**config.mk**
```make
export PLATFORM = sky130hd
export DESIGN_NAME = avalon_mm_reg_bridge
export DESIGN_NICKNAME = d
export VERILOG_FILES = /design/src/rtl/avalon_mm_reg_bridge.sv
export SDC_FILE = /design/constraint.sdc
export NUM_CORES = 1
export LEC_CHECK = 0
export CORE_UTILIZATION = 44
export DETAILED_ROUTE_END_ITERATION = 10
export PLACE_DENSITY_LB_ADDON = 0.05
export REMOVE_ABC_BUFFERS = 1
export SLEW_MARGIN = 20
export SYNTH_ARGS = -nofsm -noshare
export SYNTH_HDL_FRONTEND = slang
export SYNTH_SLANG_ARGS = --single-unit
```
**constraint.sdc**
```tcl
create_clock -name CLK -period 5.22 [get_ports CLK]
set_input_delay 0.783 -clock CLK [delete_from_list [all_inputs] [get_ports CLK]]
set_output_delay 0.783 -clock CLK [all_outputs]
set_load 0.02 [all_outputs]
```
**src/rtl/avalon_mm_reg_bridge.sv**
```systemverilog
// avalon_mm_reg_bridge
//   Registered Avalon-MM bridge with one transaction outstanding at a time.
//   An upstream command is latched in IDLE and replayed downstream. Read data
//   is captured a fixed PASS_READ_LATENCY cycles after the downstream accepts
//   the read. Upstream then sees a single non-stalled cycle.
//   Every output is driven straight from a flop.
// Ports
//   CLK, RESET            : clock (rising edge), async active-high reset
//   AVL_*                 : upstream slave side (read/write/addr/data/be in,
//                           readdata/waitrequest out)
//   PASS_*                : downstream master side (read/write/addr/data/be
//                           out, readdata/waitrequest in)
module avalon_mm_reg_bridge #(
  parameter int ADDR_WIDTH        = 8,
  parameter int DATA_WIDTH        = 32,
  parameter int PASS_READ_LATENCY = 1
) (
  input  logic                    CLK,
  input  logic                    RESET,
  input  logic                    AVL_READ,
  input  logic                    AVL_WRITE,
  input  logic [ADDR_WIDTH-1:0]   AVL_ADDR,
  input  logic [DATA_WIDTH-1:0]   AVL_WRITEDATA,
  input  logic [DATA_WIDTH/8-1:0] AVL_BYTEENABLE,
  output logic [DATA_WIDTH-1:0]   AVL_READDATA,
  output logic                    AVL_WAITREQUEST,
  output logic                    PASS_READ,
  output logic                    PASS_WRITE,
  output logic [ADDR_WIDTH-1:0]   PASS_ADDR,
  output logic [DATA_WIDTH-1:0]   PASS_WRITEDATA,
  output logic [DATA_WIDTH/8-1:0] PASS_BYTEENABLE,
  input  logic [DATA_WIDTH-1:0]   PASS_READDATA,
  input  logic                    PASS_WAITREQUEST
);

  localparam int BW     = DATA_WIDTH / 8;
  localparam int LAT_M1 = (PASS_READ_LATENCY > 0) ? PASS_READ_LATENCY - 1 : 0;
  localparam logic [2:0] CNT_INIT = 3'(LAT_M1);

  typedef enum logic [1:0] {S_IDLE, S_CMD, S_RWAIT, S_RESP} state_e;

  state_e                state_q, state_d;
  logic                  is_wr_q, is_wr_d;
  logic [ADDR_WIDTH-1:0] addr_q, addr_d;
  logic [DATA_WIDTH-1:0] wdata_q, wdata_d;
  logic [BW-1:0]         be_q, be_d;
  logic [2:0]            cnt_q, cnt_d;
  logic [DATA_WIDTH-1:0] rdata_q, rdata_d;
  logic                  pread_q, pread_d;
  logic                  pwrite_q, pwrite_d;
  logic                  wait_q, wait_d;

  always_comb begin
    state_d = state_q;
    is_wr_d = is_wr_q;
    addr_d  = addr_q;
    wdata_d = wdata_q;
    be_d    = be_q;
    cnt_d   = cnt_q;
    rdata_d = rdata_q;
    unique case (state_q)
      S_IDLE: begin
        // A simultaneous read+write is taken as a write.
        if (AVL_WRITE || AVL_READ) begin
          state_d = S_CMD;
          is_wr_d = AVL_WRITE;
          addr_d  = AVL_ADDR;
          wdata_d = AVL_WRITEDATA;
          be_d    = AVL_BYTEENABLE;
        end
      end
      S_CMD: begin
        if (!PASS_WAITREQUEST) begin
          if (is_wr_q) begin
            state_d = S_RESP;
          end else if (PASS_READ_LATENCY == 0) begin
            rdata_d = PASS_READDATA;
            state_d = S_RESP;
          end else begin
            state_d = S_RWAIT;
            cnt_d   = CNT_INIT;
          end
        end
      end
      S_RWAIT: begin
        if (cnt_q != 3'd0) begin
          cnt_d = cnt_q - 3'd1;
        end else begin
          rdata_d = PASS_READDATA;
          state_d = S_RESP;
        end
      end
      S_RESP:  state_d = S_IDLE;
      default: state_d = S_IDLE;
    endcase
    // Outputs are registered, so decode them from the state being entered.
    pread_d  = (state_d == S_CMD) && !is_wr_d;
    pwrite_d = (state_d == S_CMD) &&  is_wr_d;
    wait_d   = (state_d != S_RESP);
  end

  always_ff @(posedge CLK or posedge RESET) begin
    if (RESET) begin
      state_q  <= S_IDLE;
      is_wr_q  <= 1'b0;
      addr_q   <= '0;
      wdata_q  <= '0;
      be_q     <= '0;
      cnt_q    <= 3'd0;
      rdata_q  <= '0;
      pread_q  <= 1'b0;
      pwrite_q <= 1'b0;
      wait_q   <= 1'b1;
    end else begin
      state_q  <= state_d;
      is_wr_q  <= is_wr_d;
      addr_q   <= addr_d;
      wdata_q  <= wdata_d;
      be_q     <= be_d;
      cnt_q    <= cnt_d;
      rdata_q  <= rdata_d;
      pread_q  <= pread_d;
      pwrite_q <= pwrite_d;
      wait_q   <= wait_d;
    end
  end

  assign AVL_READDATA    = rdata_q;
  assign AVL_WAITREQUEST = wait_q;
  assign PASS_READ       = pread_q;
  assign PASS_WRITE      = pwrite_q;
  assign PASS_ADDR       = addr_q;
  assign PASS_WRITEDATA  = wdata_q;
  assign PASS_BYTEENABLE = be_q;

endmodule

```
==> impl_metrics.tcl <==
set metrics [dict create \
    cts.sinks 85 \
    path_cells "clkdlybuf4s50_1, o21a_2, mux2_2" \
    count_of_unresolved_drc_violations_after_routing 0 \
    hold_path_class "register to register" \
    die-width_microns 89.06 \
    worst-slew-pin-transition_ns 1.047 \
    pwr-share-seq_pct 33.9 \
    die-height_microns 89.06 \
    leading_cell_types_by_count_after_synthesis "sky130_fd_sc_hd__dfrtp_1 (84), sky130_fd_sc_hd__mux2_2 (75), sky130_fd_sc_hd__nor2_1 (7), sky130_fd_sc_hd__inv_1 (5)" \
    max_freq_ghz 0.4222 \
    initial_core_util_pct 45.73 \
    grt_antenna_before_repair 0 \
    finalSetupViolCount 0 \
    max-clock-path-buffers 2 \
    synthToLayoutAreaGrowth_pct 55.20 \
    number_of_warnings_issued_by_yosys 0 \
    antenna_cells_inserted 0 \
    gp_congestion 0.7276 \
    synthDominantAreaCellType "sky130_fd_sc_hd__dfrtp_1" \
    critPathArrivalTime_ns 2.60 \
    drt.antenna.violating_nets 0 \
    fin_setup_tns_ns 0 \
    ctsHoldBuffers 0 \
    drt_wirelength_microns 7048 \
    irDropWorstVdd_mv 0.3152 \
    postSynthRegisterBits 85 \
    p_per_area_nw_per_um2 664.9 \
    fillers 562 \
    floorplan.die_area_sq_um 7931 \
    cts_post_setup_buffers_inserted 0 \
    drt-pass1-iter-count 4 \
    cts_made_buffers 9 \
    worstPathMaxFanout 45 \
    holdPathEnd "AVL_READDATA[27]" \
    synth_enable_flop_cells 0 \
    gr-total-overflow 0 \
    finalInstanceArea_sq_um 5175 \
    reg2regPathDepth 3 \
    worst_hold_startpoint "AVL_READDATA[27]" \
    num_vias 2243 \
    fin_crit_sh_pct 45.38 \
    io_buffer_count 159 \
    clk_latency_ns 0.35 \
    rr_startpoint "state_q[0]" \
    power.clock.fraction_pct 16.3 \
    synth-seq-area-share_pct 63.83 \
    path_buf_inv 1 \
    grtUsageTotal_pct 18.32 \
    dpl_cell_area_sq_um 4927 \
    combinationalPowerShare_pct 49.7 \
    vias_per_cell 4.762 \
    yosysUniqueCellTypes 24 \
    cts_tree "yes" \
    endpoint_kind "register" \
    netlist.area_leader.share_pct 63.04 \
    synthCells 205 \
    finalWorstPathRequiredPeriod_ns 2.369 \
    floorplan.core_area_sq_um 7292 \
    cp-start-kind "input port" \
    cts_root_buf "sky130_fd_sc_hd__clkbuf_8" \
    synthMostInstantiatedCell "sky130_fd_sc_hd__dfrtp_1" \
    drtIter0Drc 81 \
    grt_first_pass_wirelength_microns 10730 \
    hpwlAfterDp_microns 5033 \
    report.final.slew_viol_count 0 \
    layout-drive-gt1-share_pct 25.81 \
    timing_hold_violations_final 0 \
    grt_pass1_vias 2235 \
    timing.hold.worst_path_depth 1 \
    timing.max_slew.rel_slack_pct 30.22 \
    netSwitchingFraction_pct 34.12 \
    post_cts_resize_count 0 \
    ys_dominant_reg_cell "sky130_fd_sc_hd__dfrtp_1" \
    rr_endpoint "PASS_WRITEDATA[10]" \
    crit_required_ns 5.45 \
    top_area_cells_in_the_synthesized_netlist "sky130_fd_sc_hd__dfrtp_1 (63%), sky130_fd_sc_hd__mux2_2 (25%), sky130_fd_sc_hd__buf_12 (2.4%)" \
    std_cell_rows 31 \
    post_synth_instance_area_sq_um 3334 \
    setup.reg_to_reg.worst_slack_ns 3.07 \
    run_status "finished, final reports clean" \
    post_drt_wl_per_cell_microns 14.96 \
    grt_max_degree 46 \
    grt_setup_unrepaired "no" \
    static_power_due_to_leakage_nw 2.153 \
    timing_worst_setup_path_type "input port to register" \
    synth_area_per_cell_sq_um 16.27 \
    power_switching_mw 1.174 \
    htreeDepth 3 \
    async_flop_share_pct 100.0 \
    crit_path_max_incr_delay_ns 0.84 \
    power.internal_mw 2.267 \
    fin_nets 450 \
    finish.utilization_pct 70.97 \
    path_delay_family "compound AO/OA/AOI/OAI gates" \
    worst_setup_hold_path_clk_slew_ns 0.08 \
    fin_skew_ns 0.004551 \
    ios 160 \
    worst_path_max_delay_cell "sky130_fd_sc_hd__o21a_2" \
    maxCapViolations 0 \
]
-- power groups by stage --
stage | clock network (mW) | registers, mW | logic (mW)
2_1_floorplan | 0 | 1.56 | 0.536
3_3_place_gp | 0 | 1.16 | 1.70
3_5_place_dp | 0 | 1.18 | 1.73
4_1_cts | 0.575 | 1.17 | 1.73
5_1_grt | 0.600 | 1.21 | 1.82
6_report | 0.562 | 1.17 | 1.71
-- worst max path at each step --
stage | to | start | cells past startpoint
2_1_floorplan | AVL_READDATA[0] | RESET | 1
3_3_place_gp | PASS_WRITEDATA[27] | AVL_WRITE | 3
3_5_place_dp | PASS_WRITEDATA[18] | AVL_WRITE | 3
4_1_cts | PASS_WRITEDATA[24] | AVL_WRITE | 3
5_1_grt | PASS_WRITEDATA[31] | AVL_WRITE | 3
6_report | PASS_WRITEDATA[10] | AVL_WRITE | 3
-- metal layers --
layer | global-route usage (%) | up-vias | wire [microns]
li1 | - | 1038 | -
met1 | 21.56 | 1086 | 2873
met2 | 28.95 | 102 | 3297
met3 | 7.572 | 17 | 684
met4 | 9.524 | 0 | 193
met5 | 0 | - | 0
-- sequential cells by signal, indices dropped and copies added, names as in the netlist --
name and count:
AVL_READDATA 32, AVL_WAITREQUEST 1, PASS_ADDR 8, PASS_BYTEENABLE 4, PASS_READ 1, PASS_WRITE 1
PASS_WRITEDATA 32, cnt_q 3, is_wr_q 1, state_q 2
-- logic make-up after synthesis --
kind of cell	Yosys count	synth area share, %
AO/OA/AOI/OAI	8	1.989
multiplexers	78	26.34
adder cells (fa/ha/maj)	2	0.7503
buffers and inverters	14	4.540
AND/OR/NAND/NOR	18	2.552
flip-flops	85	63.83
-- cells in the final DEF (no fill, tap or decap), drive strengths merged --
cell type and n:
inv 4, dfstp 1, clkinv 2, ha 2, nor2 7, nand3 1
nand2 5, mux2 78, o21a 1, bufinv 3, a22o 2, a32oi 1
a2bb2oi 1, clkinvlp 2, dfrtp 84, a21oi 1, nor3 1, and2b 1
nor3b 1, clkbuf 10, o32a 1, a211o 1, nand2b 2, clkdlybuf4s50 159
buf 1
-- area by class of cell --
class                           instances  area (sq um)  area share, %
Clock buffer                           10         137.6          2.660
Multi-Input combinational cell        106          1056          20.41
Sequential cell                        85          2128          41.13
Clock inverter                          6         110.1          2.128
Timing Repair Buffer                  160          1599          30.90
Inverter                                5         20.02         0.3868
Tap cell                               99         123.9          2.394
-- stage by stage --
step / power, mW / setup slack, ns / hold slack (ns) / std cells
after floorplan: 2.095 / 2.245 / 0.4794 / 196
after global placement: 2.868 / 2.494 / 0.4748 / 455
after detailed placement: 2.909 / 2.467 / 0.4847 / 455
after CTS: 3.480 / 2.846 / 0.5050 / 471
after global routing: 3.633 / 2.753 / 0.5210 / 471
final: 3.441 / 2.851 / 0.4995 / 471
Note: power is estimated with default switching activity, not from simulation.
